**src/rtl/adder_pipe_scheduler.sv**
```systemverilog
// Round-robin front end that shares one fully pipelined adder among NREQ requesters.
// Optional ADDER_SCHED_STATS_EN adds saturating accept/stall counters.
module adder_pipe_scheduler #(
  parameter int WIDTH = 8,
  parameter int NREQ  = 4,
  parameter int LAT   = 8,
  parameter int ID_W  = $clog2(NREQ)
) (
  input  logic                  clk,
  input  logic                  rst,
  input  logic [NREQ-1:0]       req_valid,
  output logic [NREQ-1:0]       req_ready,
  input  logic [NREQ*WIDTH-1:0] req_a,
  input  logic [NREQ*WIDTH-1:0] req_b,
  input  logic [NREQ-1:0]       req_cin,
  output logic                  rsp_valid,
  input  logic                  rsp_ready,
  output logic [ID_W-1:0]       rsp_id,
  output logic [WIDTH-1:0]      rsp_sum,
  output logic                  rsp_cout,
  output logic [WIDTH-1:0]      adder_a,
  output logic [WIDTH-1:0]      adder_b,
  output logic                  adder_c,
  output logic                  adder_en,
  input  logic [WIDTH-1:0]      adder_s,
  input  logic                  adder_carry
`ifdef ADDER_SCHED_STATS_EN
  ,
  output logic [15:0]           stat_ops,
  output logic [15:0]           stat_stalls
`endif
);

  logic [ID_W-1:0] r_ptr;
  logic [LAT-1:0]  r_tag_valid;
  logic [ID_W-1:0] r_tag_id [LAT];

  logic            w_stall;
  logic            w_found;
  logic            w_accept;
  logic [ID_W-1:0] w_grant;
  logic [ID_W-1:0] w_ptr_next;

  assign w_stall  = rsp_valid & ~rsp_ready;
  assign adder_en = ~w_stall;

  // Search ptr, ptr+1, ... ; iterating downward lets the closest candidate win.
  always_comb begin
    logic [ID_W-1:0] v_idx;
    // NOTE: every always_comb output gets a default first so no path infers a latch.
    v_idx   = '0;
    w_grant = '0;
    w_found = 1'b0;
    for (int i = NREQ - 1; i >= 0; i--) begin
      v_idx = ID_W'((int'(r_ptr) + i) % NREQ);
      if (req_valid[v_idx]) begin
        w_grant = v_idx;
        w_found = 1'b1;
      end
    end
  end

  assign w_accept   = w_found & ~w_stall & ~rst;
  assign w_ptr_next = (w_grant == ID_W'(NREQ - 1)) ? '0 : w_grant + 1'b1;

  always_comb begin
    req_ready = '0;
    if (w_accept) req_ready[w_grant] = 1'b1;
  end

  assign adder_a = w_found ? req_a[int'(w_grant)*WIDTH +: WIDTH] : '0;
  assign adder_b = w_found ? req_b[int'(w_grant)*WIDTH +: WIDTH] : '0;
  assign adder_c = w_found ? req_cin[w_grant] : 1'b0;

  always_ff @(posedge clk) begin
    // NOTE: sequential state uses non-blocking assignments so all registers see pre-edge values.
    if (rst) begin
      r_ptr       <= '0;
      r_tag_valid <= '0;
    end else if (adder_en) begin
      if (w_accept) r_ptr <= w_ptr_next;
      r_tag_valid <= {r_tag_valid[LAT-2:0], w_accept};
    end
  end

  // NOTE: tag ids are not reset; an id is only observed when its valid bit is set.
  always_ff @(posedge clk) begin
    if (adder_en) begin
      r_tag_id[0] <= w_grant;
      for (int i = 1; i < LAT; i++) r_tag_id[i] <= r_tag_id[i-1];
    end
  end

  assign rsp_valid = r_tag_valid[LAT-1];
  assign rsp_id    = r_tag_id[LAT-1];
  assign rsp_sum   = adder_s;
  assign rsp_cout  = adder_carry;

`ifdef ADDER_SCHED_STATS_EN
  logic [15:0] r_stat_ops;
  logic [15:0] r_stat_stalls;

  always_ff @(posedge clk) begin
    if (rst) begin
      r_stat_ops    <= '0;
      r_stat_stalls <= '0;
    end else begin
      if (w_accept && (r_stat_ops != 16'hFFFF))   r_stat_ops    <= r_stat_ops + 16'd1;
      if (w_stall && (r_stat_stalls != 16'hFFFF)) r_stat_stalls <= r_stat_stalls + 16'd1;
    end
  end

  assign stat_ops    = r_stat_ops;
  assign stat_stalls = r_stat_stalls;
`endif

endmodule

```
**config.mk**
```make
export PLATFORM = sky130hd
export DESIGN_NAME = adder_pipe_scheduler
export DESIGN_NICKNAME = d
export VERILOG_FILES = /design/src/rtl/adder_pipe_scheduler.sv
export SDC_FILE = /design/constraint.sdc
export NUM_CORES = 1
export LEC_CHECK = 0
export ABC_AREA = 1
export CAP_MARGIN = 20
export CORE_UTILIZATION = 37
export DETAILED_ROUTE_END_ITERATION = 12
export GPL_TIMING_DRIVEN = 0
export PLACE_DENSITY_LB_ADDON = 0.05
export SLEW_MARGIN = 25
export SYNTH_ARGS = -nofsm -noshare
export SYNTH_HDL_FRONTEND = slang
export SYNTH_SLANG_ARGS = --single-unit
export TNS_END_PERCENT = 30
```
**constraint.sdc**
```tcl
create_clock -name clk -period 2.1 [get_ports clk]
set_clock_uncertainty 0.2 [all_clocks]
set_input_delay 0.42 -clock clk [delete_from_list [all_inputs] [get_ports clk]]
set_output_delay 0.42 -clock clk [all_outputs]
set_load 0.02 [all_outputs]
```
==> flow_metrics.py, run 1 <==
metrics = {
    "routing": {
        "drc": 0,
        "drt_wl_total_um": 6320,
        "ant_nets": 0,
        "dr.pass1.iters": 4,
        "drtIter0Drc": 66,
        "via_count": 2409,
        "routedWlPerCell_um": 12.18,
        "viasPerCell": 4.642,
    },
    "yosys": {
        "synth_compound_area_share_pct": 9.184,
        "synth-simple-area-share_pct": 38.68,
        "synth.most_common_cell": "inv_1",
        "seq_area_frac_synth_pct": 29.39,
        "synth_edf_count": 16,
        "synthXorXnorAreaFrac_pct": 0,
        "synthMuxAreaShare_pct": 0,
        "synth_nets": 402,
        "synth_ff_type": "edfxtp_1",
        "syn_avg_cell_area_um2": 7.376,
        "async_flop_share_pct": 0,
        "yosysTopAreaCell": "edfxtp_1",
        "synth_top_cell_area_share_pct": 20.75,
        "synthTopCellsByCount": "inv_1 (70), nand2_1 (55), nand3_1 (36), nand3_2 (23), nand3b_1 (17)",
        "synth_top_family_by_area": "simple AND/OR/NAND/NOR gates",
        "ys_types": 26,
        "synthTopCellsByArea": "edfxtp_1 (21%), inv_1 (11%), nand3_2 (9.9%), nand2_1 (8.9%), dfxtp_1 (8.6%)",
        "synthAdderAreaFrac_pct": 2.161,
        "syn_area_mm2": 0.002316,
        "syn_inst": 314,
        "yosys_warnings": 0,
        "ys_ff_latch": 26,
    },
    "placed_design": {
        "io_buffers": 108,
        "gp_congestion": 0.8076,
        "placed_cell_area_mm2": 0.003734,
        "place_ws_ns": -1.345,
        "dp_hpwl_um": 4588,
    },
    "timing": {
        "slew-limit-headroom_pct": 76.23,
        "fmax_mhz": 371.0,
        "fin_crit_ns": 2.695,
        "report.final.slew_viol_count": 0,
        "final-setup-viol-count": 23,
        "hold_viol": 0,
        "rsz0062_at_grt": "true",
        "final_critical_path_setup_slack_ns": -0.5953,
        "fin_crit_sh_pct": 128.3,
        "tightest_slew_ns": 0.3529,
    },
    "cts": {
        "clk_latency_ns": 0.27,
        "clockBufferDepth": 2,
        "cts.htree.levels": 1,
        "cts_buffers": 3,
        "cts_sinks": 26,
        "clkTransAtPathRegs_ns": 0.09,
        "cts-root-buf": "clkbuf_8",
        "tritoncts": "yes",
    },
    "setup_path": {
        "crit_fanout": 10,
        "cp_slowest_cell": "dfxtp_4",
        "reg2regPathDepth": 11,
        "crit_top_cell": "nand2_4",
        "r2r_setup_slack_ns": -0.01,
        "arrival_ns": 2.08,
        "path_delay_family": "simple AND/OR/NAND/NOR gates",
        "path_class": "reg -> out",
        "worstSetupStartpointType": "register",
        "path_buf_inv": 4,
        "worstReg2RegEnd": "r_ptr[1]",
        "crit_required_ns": 1.48,
        "r2r_start": "r_ptr[0]",
        "worstPathCellList": "inv_8, nand2_4, nand3_2, nand2_2, nand3_4, nand2_4, nand2_4, buf_12, buf_6, nand3_1, nand3_1, a21oi_2, buf_6",
        "cp-end-kind": "primary output",
        "cp_slowest_stage_delay_ns": 0.44,
    },
    "global_routing": {
        "grt_antenna_before_repair": 0,
        "grt_pass1_vias": 2332,
        "grt_overflow": 0,
        "grt.total_usage_pct": 20.77,
        "grt_max_degree": 18,
        "grt_pass1_wl_um": 10650,
    },
    "pwr": {
        "p_comb_share_pct": 85.2,
        "p_per_area_mw_per_mm2": 2090,
        "p_clk_share_pct": 4.6,
        "power_frac_seq_pct": 10.2,
        "p_int_mw": 4.577,
        "totalPowerFinal_mw": 8.747,
        "p_switching_mw": 4.170,
        "peakVddDrop_mv": 1.349,
        "swShare_pct": 47.67,
        "power.leakage_nw": 1.895,
    },
    "floorplanning": {
        "die-area_mm2": 0.006580,
        "std_cell_rows": 28,
        "start_util_pct": 38.66,
        "dieWidth_um": 81.12,
        "ios": 118,
        "core_area_mm2": 0.005991,
        "die-height_um": 81.12,
    },
    "status": {
        "violations": "negative setup slack",
        "outcome": "finished, violations left",
    },
    "layout": {
        "fin_area_mm2": 0.004185,
        "fillers": 495,
        "drive_above_1_share_pct": 36.26,
        "finalNetCount": 533,
        "area_delta_synth_final_pct": 80.71,
        "post-route-util_pct": 69.86,
        "insertedDiodeCount": 0,
    },
    "worst_hold_path": {
        "worstHoldStart": "r_tag_id[0][7]",
        "hold_depth": 0,
        "whs_endpoint": "r_tag_id[1][1]",
        "hp-class": "reg -> reg",
    },
    "flow_run": {
        "drv_cap": 0,
    },
}
-- area by class of cell --
| class | instances | area, um2 | area share (%) |
|---|---|---|---|
| Clock buffer | 3 | 41.29 | 0.9865 |
| Tap cell | 75 | 93.84 | 2.242 |
| Clock inverter | 1 | 30.03 | 0.7175 |
| Multi-Input combinational cell | 190 | 1499 | 35.81 |
| Timing Repair Buffer | 127 | 1286 | 30.73 |
| Sequential cell | 26 | 688.2 | 16.44 |
| Buffer | 23 | 247.7 | 5.919 |
| Inverter | 74 | 299.0 | 7.145 |
-- worst register-to-register path: stages, from the launching register on --
cell        delay [ns]
dfxtp_4           0.40
inv_8             0.12
nand2_2           0.06
nand2_2           0.10
nand2_4           0.07
nand3_4           0.10
nand3_4           0.15
nand2_8           0.18
clkinvlp_4        0.17
ha_4              0.23
o21ai_0           0.16
a21oi_1           0.06
-- routing by layer --
| layer | up-vias | track usage [%] | share of wire [%] |
|---|---|---|---|
| li1 | 1243 | - | - |
| met1 | 1079 | 26.38 | 43 |
| met2 | 85 | 35.97 | 49 |
| met3 | 2 | 5.281 | 7.5 |
| met4 | 0 | 2.857 | 0.43 |
| met5 | - | 0 | 0 |
-- worst max path at each step --
| stage | from | end | slack, ns | depth (start not counted) |
|---|---|---|---|---|
| finish | r_ptr[0] | adder_a[4] | -0.60 | 13 |
| global route | r_ptr[0] | adder_a[4] | -0.71 | 13 |
| CTS | r_ptr[0] | adder_a[4] | -0.61 | 13 |
| detailed placement | req_valid[1] | adder_a[6] | -1.34 | 13 |
| global placement | req_valid[1] | adder_a[6] | -1.32 | 13 |
| floorplan | r_ptr[0] | adder_a[5] | -0.12 | 11 |
-- per-stage QoR --
stage / setup TNS [ns] / instances / hold slack, ns
floorplan: -2.432 / 314 / 0.2003
global placement: -29.66 / 497 / 0.2050
detailed placement: -30.29 / 497 / 0.2056
CTS: -12.05 / 519 / 0.2202
global route: -14.64 / 519 / 0.2278
finish: -11.93 / 519 / 0.2200
-- placed cells by master, fill, tap and decap left out, types with 2 or more instances in the layout --
master	synthesis	routed
a21oi_1	12	4
a21oi_2	9	6
a21oi_4	0	11
buf_12	1	5
buf_4	11	31
buf_6	5	22
buf_8	0	4
clkbuf_8	0	3
clkdlybuf4s50_1	0	82
clkinvlp_4	0	2
dfxtp_1	10	8
dfxtp_4	0	2
dlygate4sd2_1	0	4
edfxtp_1	16	16
ha_4	0	4
inv_1	70	64
inv_2	2	5
nand2_1	55	45
nand2_2	8	12
nand2_4	5	9
nand2_8	0	2
nand3_1	36	30
nand3_2	23	26
nand3_4	0	3
nand3b_1	17	17
nor2_1	9	3
nor2_4	0	6
o21ai_0	3	3
o22ai_1	5	5
-- power by group through the flow --
stage                     clock network (mW)  logic (mW)  registers [mW]
after floorplan                            0        4.32           0.832
after global placement                     0        6.16           0.848
after detailed placement                   0        6.19           0.852
after CTS                              0.417        7.37           0.891
after global routing                   0.437        8.03           0.915
final                                  0.404        7.45           0.889
-- sequential cells by signal, summed over array words and instances (netlist names) --
| signal | flops |
|---|---|
| r_tag_valid | 8 |
| r_ptr | 2 |
| r_tag_id | 16 |
-- kinds of logic after synthesis --
logic type,Yosys count
adder cells (fa/ha/maj),4
flip-flops,26
AND/OR/NAND/NOR,155
AO/OA/AOI/OAI,31
buffers and inverters,98
-- what timing repair did --
| item | in CTS | in global routing |
|---|---|---|
| gates cloned | 1 | 0 |
| gates resized for setup | 169 | 9 |
| pin swaps | 33 | 6 |
| buffers inserted | 18 | 0 |
| setup endpoints to repair | 24 | 24 |
| hold buffers | 0 | 0 |
Note: power is estimated with default switching activity, not from simulation.
==> inputs of run 2 (changes only) <==
--- a/config.mk
+++ b/config.mk
@@ -8,6 +8,7 @@
 export ABC_AREA = 1
 export CAP_MARGIN = 20
 export CORE_UTILIZATION = 37
+export CTS_CLUSTER_SIZE = 40
 export DETAILED_ROUTE_END_ITERATION = 12
 export GPL_TIMING_DRIVEN = 0
 export PLACE_DENSITY_LB_ADDON = 0.05
==> results of run 2 <==
Same layout as run 1: the final DEF is identical, and so are final timing and power.
==> inputs of run 3 (changes only) <==
--- a/config.mk
+++ b/config.mk
@@ -7,7 +7,7 @@
 export LEC_CHECK = 0
 export ABC_AREA = 1
 export CAP_MARGIN = 20
-export CORE_UTILIZATION = 37
+export CORE_UTILIZATION = 40
 export CTS_CLUSTER_SIZE = 40
 export DETAILED_ROUTE_END_ITERATION = 12
 export GPL_TIMING_DRIVEN = 0
==> constraint.sdc (replaced) <==
create_clock -name clk -period 2.71 [get_ports clk]
set_clock_uncertainty 0.2 [all_clocks]
set_input_delay 0.542 -clock clk [delete_from_list [all_inputs] [get_ports clk]]
set_output_delay 0.542 -clock clk [all_outputs]
set_load 0.02 [all_outputs]
==> run 3 against run 2 <==
Net effect:
- the run still ends with negative setup slack left
- final area up 4.6%
- wire length grew 22%
- sequential cell count unchanged
- sequential share of layout area fell by 0.78 points
- first-iteration DRC count is 70% higher
- critical path type unchanged
- largest power group unchanged
==> flow_metrics.py, run 3 (synthesized netlist as in run 1, its figures left out) <==
metrics = {
    "status": {
        "outcome": "finished, violations left",
        "violations": "negative setup slack",
    },
    "layout": {
        "largest_register_ffs": 16,
        "drive_above_1_share_pct": 39.78,
        "regMostFlops": "r_tag_id",
        "fin_area_mm2": 0.004377,
        "fillers": 379,
        "regArea_um2": 685.7,
        "mostFrequentLayoutCells": "clkdlybuf4s50_1 (83), inv_1 (64), nand2_1 (43), buf_4 (40), nand3_2 (25)",
        "area_delta_synth_final_pct": 88.98,
        "insertedDiodeCount": 0,
        "finalNetCount": 549,
        "final_common_cell": "clkdlybuf4s50_1",
        "largestRegisters": "r_tag_id: 16 flops, r_tag_valid: 8 flops, r_ptr: 2 flops",
        "multi_input_area_mm2": 0.001536,
    },
    "timing": {
        "slew-limit-headroom_pct": 72.51,
        "setup_tns_ns": -4.211,
        "fmax_mhz": 339.8,
        "fin_crit_sh_pct": 108.6,
        "hold_viol": 0,
        "fin_crit_ns": 2.943,
        "rsz0062_at_grt": "true",
        "tightest_slew_ns": 0.4081,
        "report.final.slew_viol_count": 0,
        "final_critical_path_setup_slack_ns": -0.2333,
        "final-setup-viol-count": 21,
    },
    "placed_design": {
        "io_buffers": 108,
        "placed_cell_area_mm2": 0.003487,
        "gp_congestion": 0.8201,
        "dp_hpwl_um": 4718,
    },
    "global_routing": {
        "grt_pass1_vias": 2411,
        "grt_pass1_wl_um": 10940,
        "grt_antenna_before_repair": 0,
        "grt_max_degree": 18,
        "grt.total_usage_pct": 22.61,
        "grt_overflow": 0,
    },
    "cts": {
        "ctsHoldBuffers": 0,
        "clk_latency_ns": 0.26,
        "cts.htree.levels": 1,
        "cts-root-buf": "clkbuf_8",
        "tritoncts": "yes",
        "cts_buffers": 3,
        "cts_sinks": 26,
        "clockBufferDepth": 2,
        "clkTransAtPathRegs_ns": 0.09,
    },
    "setup_path": {
        "path_class": "reg -> out",
        "r2r_setup_slack_ns": 0.54,
        "reg2regPathDepth": 12,
        "crit_fanout": 8,
        "worstSetupStartpointType": "register",
        "worstReg2RegEnd": "r_ptr[1]",
        "r2r_start": "r_ptr[0]",
        "crit_required_ns": 1.97,
        "arrival_ns": 2.20,
        "cp-end-kind": "primary output",
    },
    "routing": {
        "drt_wl_total_um": 7694,
        "via_count": 2579,
        "viasPerCell": 4.848,
        "ant_nets": 0,
        "dr.pass1.iters": 4,
        "drtIter0Drc": 112,
        "routedWlPerCell_um": 14.46,
        "drc": 0,
    },
    "pwr": {
        "p_switching_mw": 3.425,
        "p_int_mw": 3.735,
        "p_per_area_mw_per_mm2": 1636,
        "p_comb_share_pct": 87.2,
        "totalPowerFinal_mw": 7.161,
        "swShare_pct": 47.84,
        "power_frac_seq_pct": 9.4,
        "p_clk_share_pct": 3.4,
        "power.leakage_nw": 2.012,
        "peakVddDrop_mv": 1.078,
    },
    "worst_hold_path": {
        "hold_depth": 0,
        "whs_endpoint": "r_tag_id[0][3]",
        "hp-class": "reg -> reg",
        "worstHoldStart": "r_tag_id[0][1]",
    },
    "floorplanning": {
        "die-area_mm2": 0.006098,
        "start_util_pct": 41.80,
        "ios": 118,
        "std_cell_rows": 27,
        "dieWidth_um": 78.09,
        "core_area_mm2": 0.005540,
        "die-height_um": 78.09,
    },
    "flow_run": {
        "drv_cap": 0,
    },
}
[run 3: worst max-delay path, stage by stage (launching register included)]
cell and delay (ns):
dfxtp_2 0.34, buf_8 0.14, clkinv_8 0.11, nand2_4 0.09, nand2_4 0.07, nand2_4 0.10, nand3_4 0.08, o21ai_4 0.20
nand2_2 0.11, nand2_4 0.14, buf_12 0.15, ha_4 0.13, inv_2 0.04, nor2_4 0.10, buf_6 0.12
[run 3: layout make-up]
class                      instances  share of cell area, %
tap                               72                  2.058
sequential                        26                  15.67
inverter                          74                  6.832
clock buffer                       4                  1.258
buffer                            24                  5.603
timing repair buffer             142                  33.48
multi-input combinational        190                  35.11
[run 3: power groups by stage]
| stage | Sequential (mW) | Combinational [mW] | Clock [mW] |
|---|---|---|---|
| after floorplan | 0.640 | 2.74 | 0 |
| after global placement | 0.651 | 4.14 | 0 |
| after detailed placement | 0.660 | 4.17 | 0 |
| after CTS | 0.658 | 5.29 | 0.246 |
| after global routing | 0.689 | 6.60 | 0.263 |
| final | 0.672 | 6.25 | 0.243 |
[run 3: repair_timing]
action / CTS / global route
buffers inserted: 19 / 10
cloned: 4 / 2
resized for setup: 168 / 76
pin swaps: 31 / 49
endpoints found under the setup margin: 22 / 22
[run 3: per-stage QoR]
step                      worst slack [ns]  cells  hold WS [ns]  utilization [%]
after detailed placement            -1.032    494        0.2100            62.94
final                              -0.2333    532        0.2294            79.00
after CTS                          -0.1652    521        0.2311            71.34
after global placement              -1.041    494        0.2066            62.94
after global routing               -0.3441    532        0.2375            79.00
after floorplan                     0.1249    314        0.2003                -
[run 3: per-layer routing]
layer / vias up / wire length [um] / GRT usage (%)
met2: 115 / 3993 / 42.28
met4: 0 / 155 / 4.074
met1: 1169 / 3030 / 26.45
met5: - / 0 / 0
li1: 1275 / - / -
met3: 20 / 515 / 4.884
[run 3: worst max path at each step]
| stage | from | slack [ns] | depth (start not counted) | to |
|---|---|---|---|---|
| detailed placement | req_valid[3] | -1.03 | 11 | adder_a[4] |
| global route | r_ptr[0] | -0.34 | 14 | req_ready[1] |
| floorplan | req_valid[1] | 0.12 | 12 | req_ready[0] |
| CTS | r_ptr[0] | -0.17 | 14 | adder_a[4] |
| global placement | req_valid[1] | -1.04 | 11 | adder_a[4] |
| finish | r_ptr[0] | -0.23 | 14 | req_ready[1] |
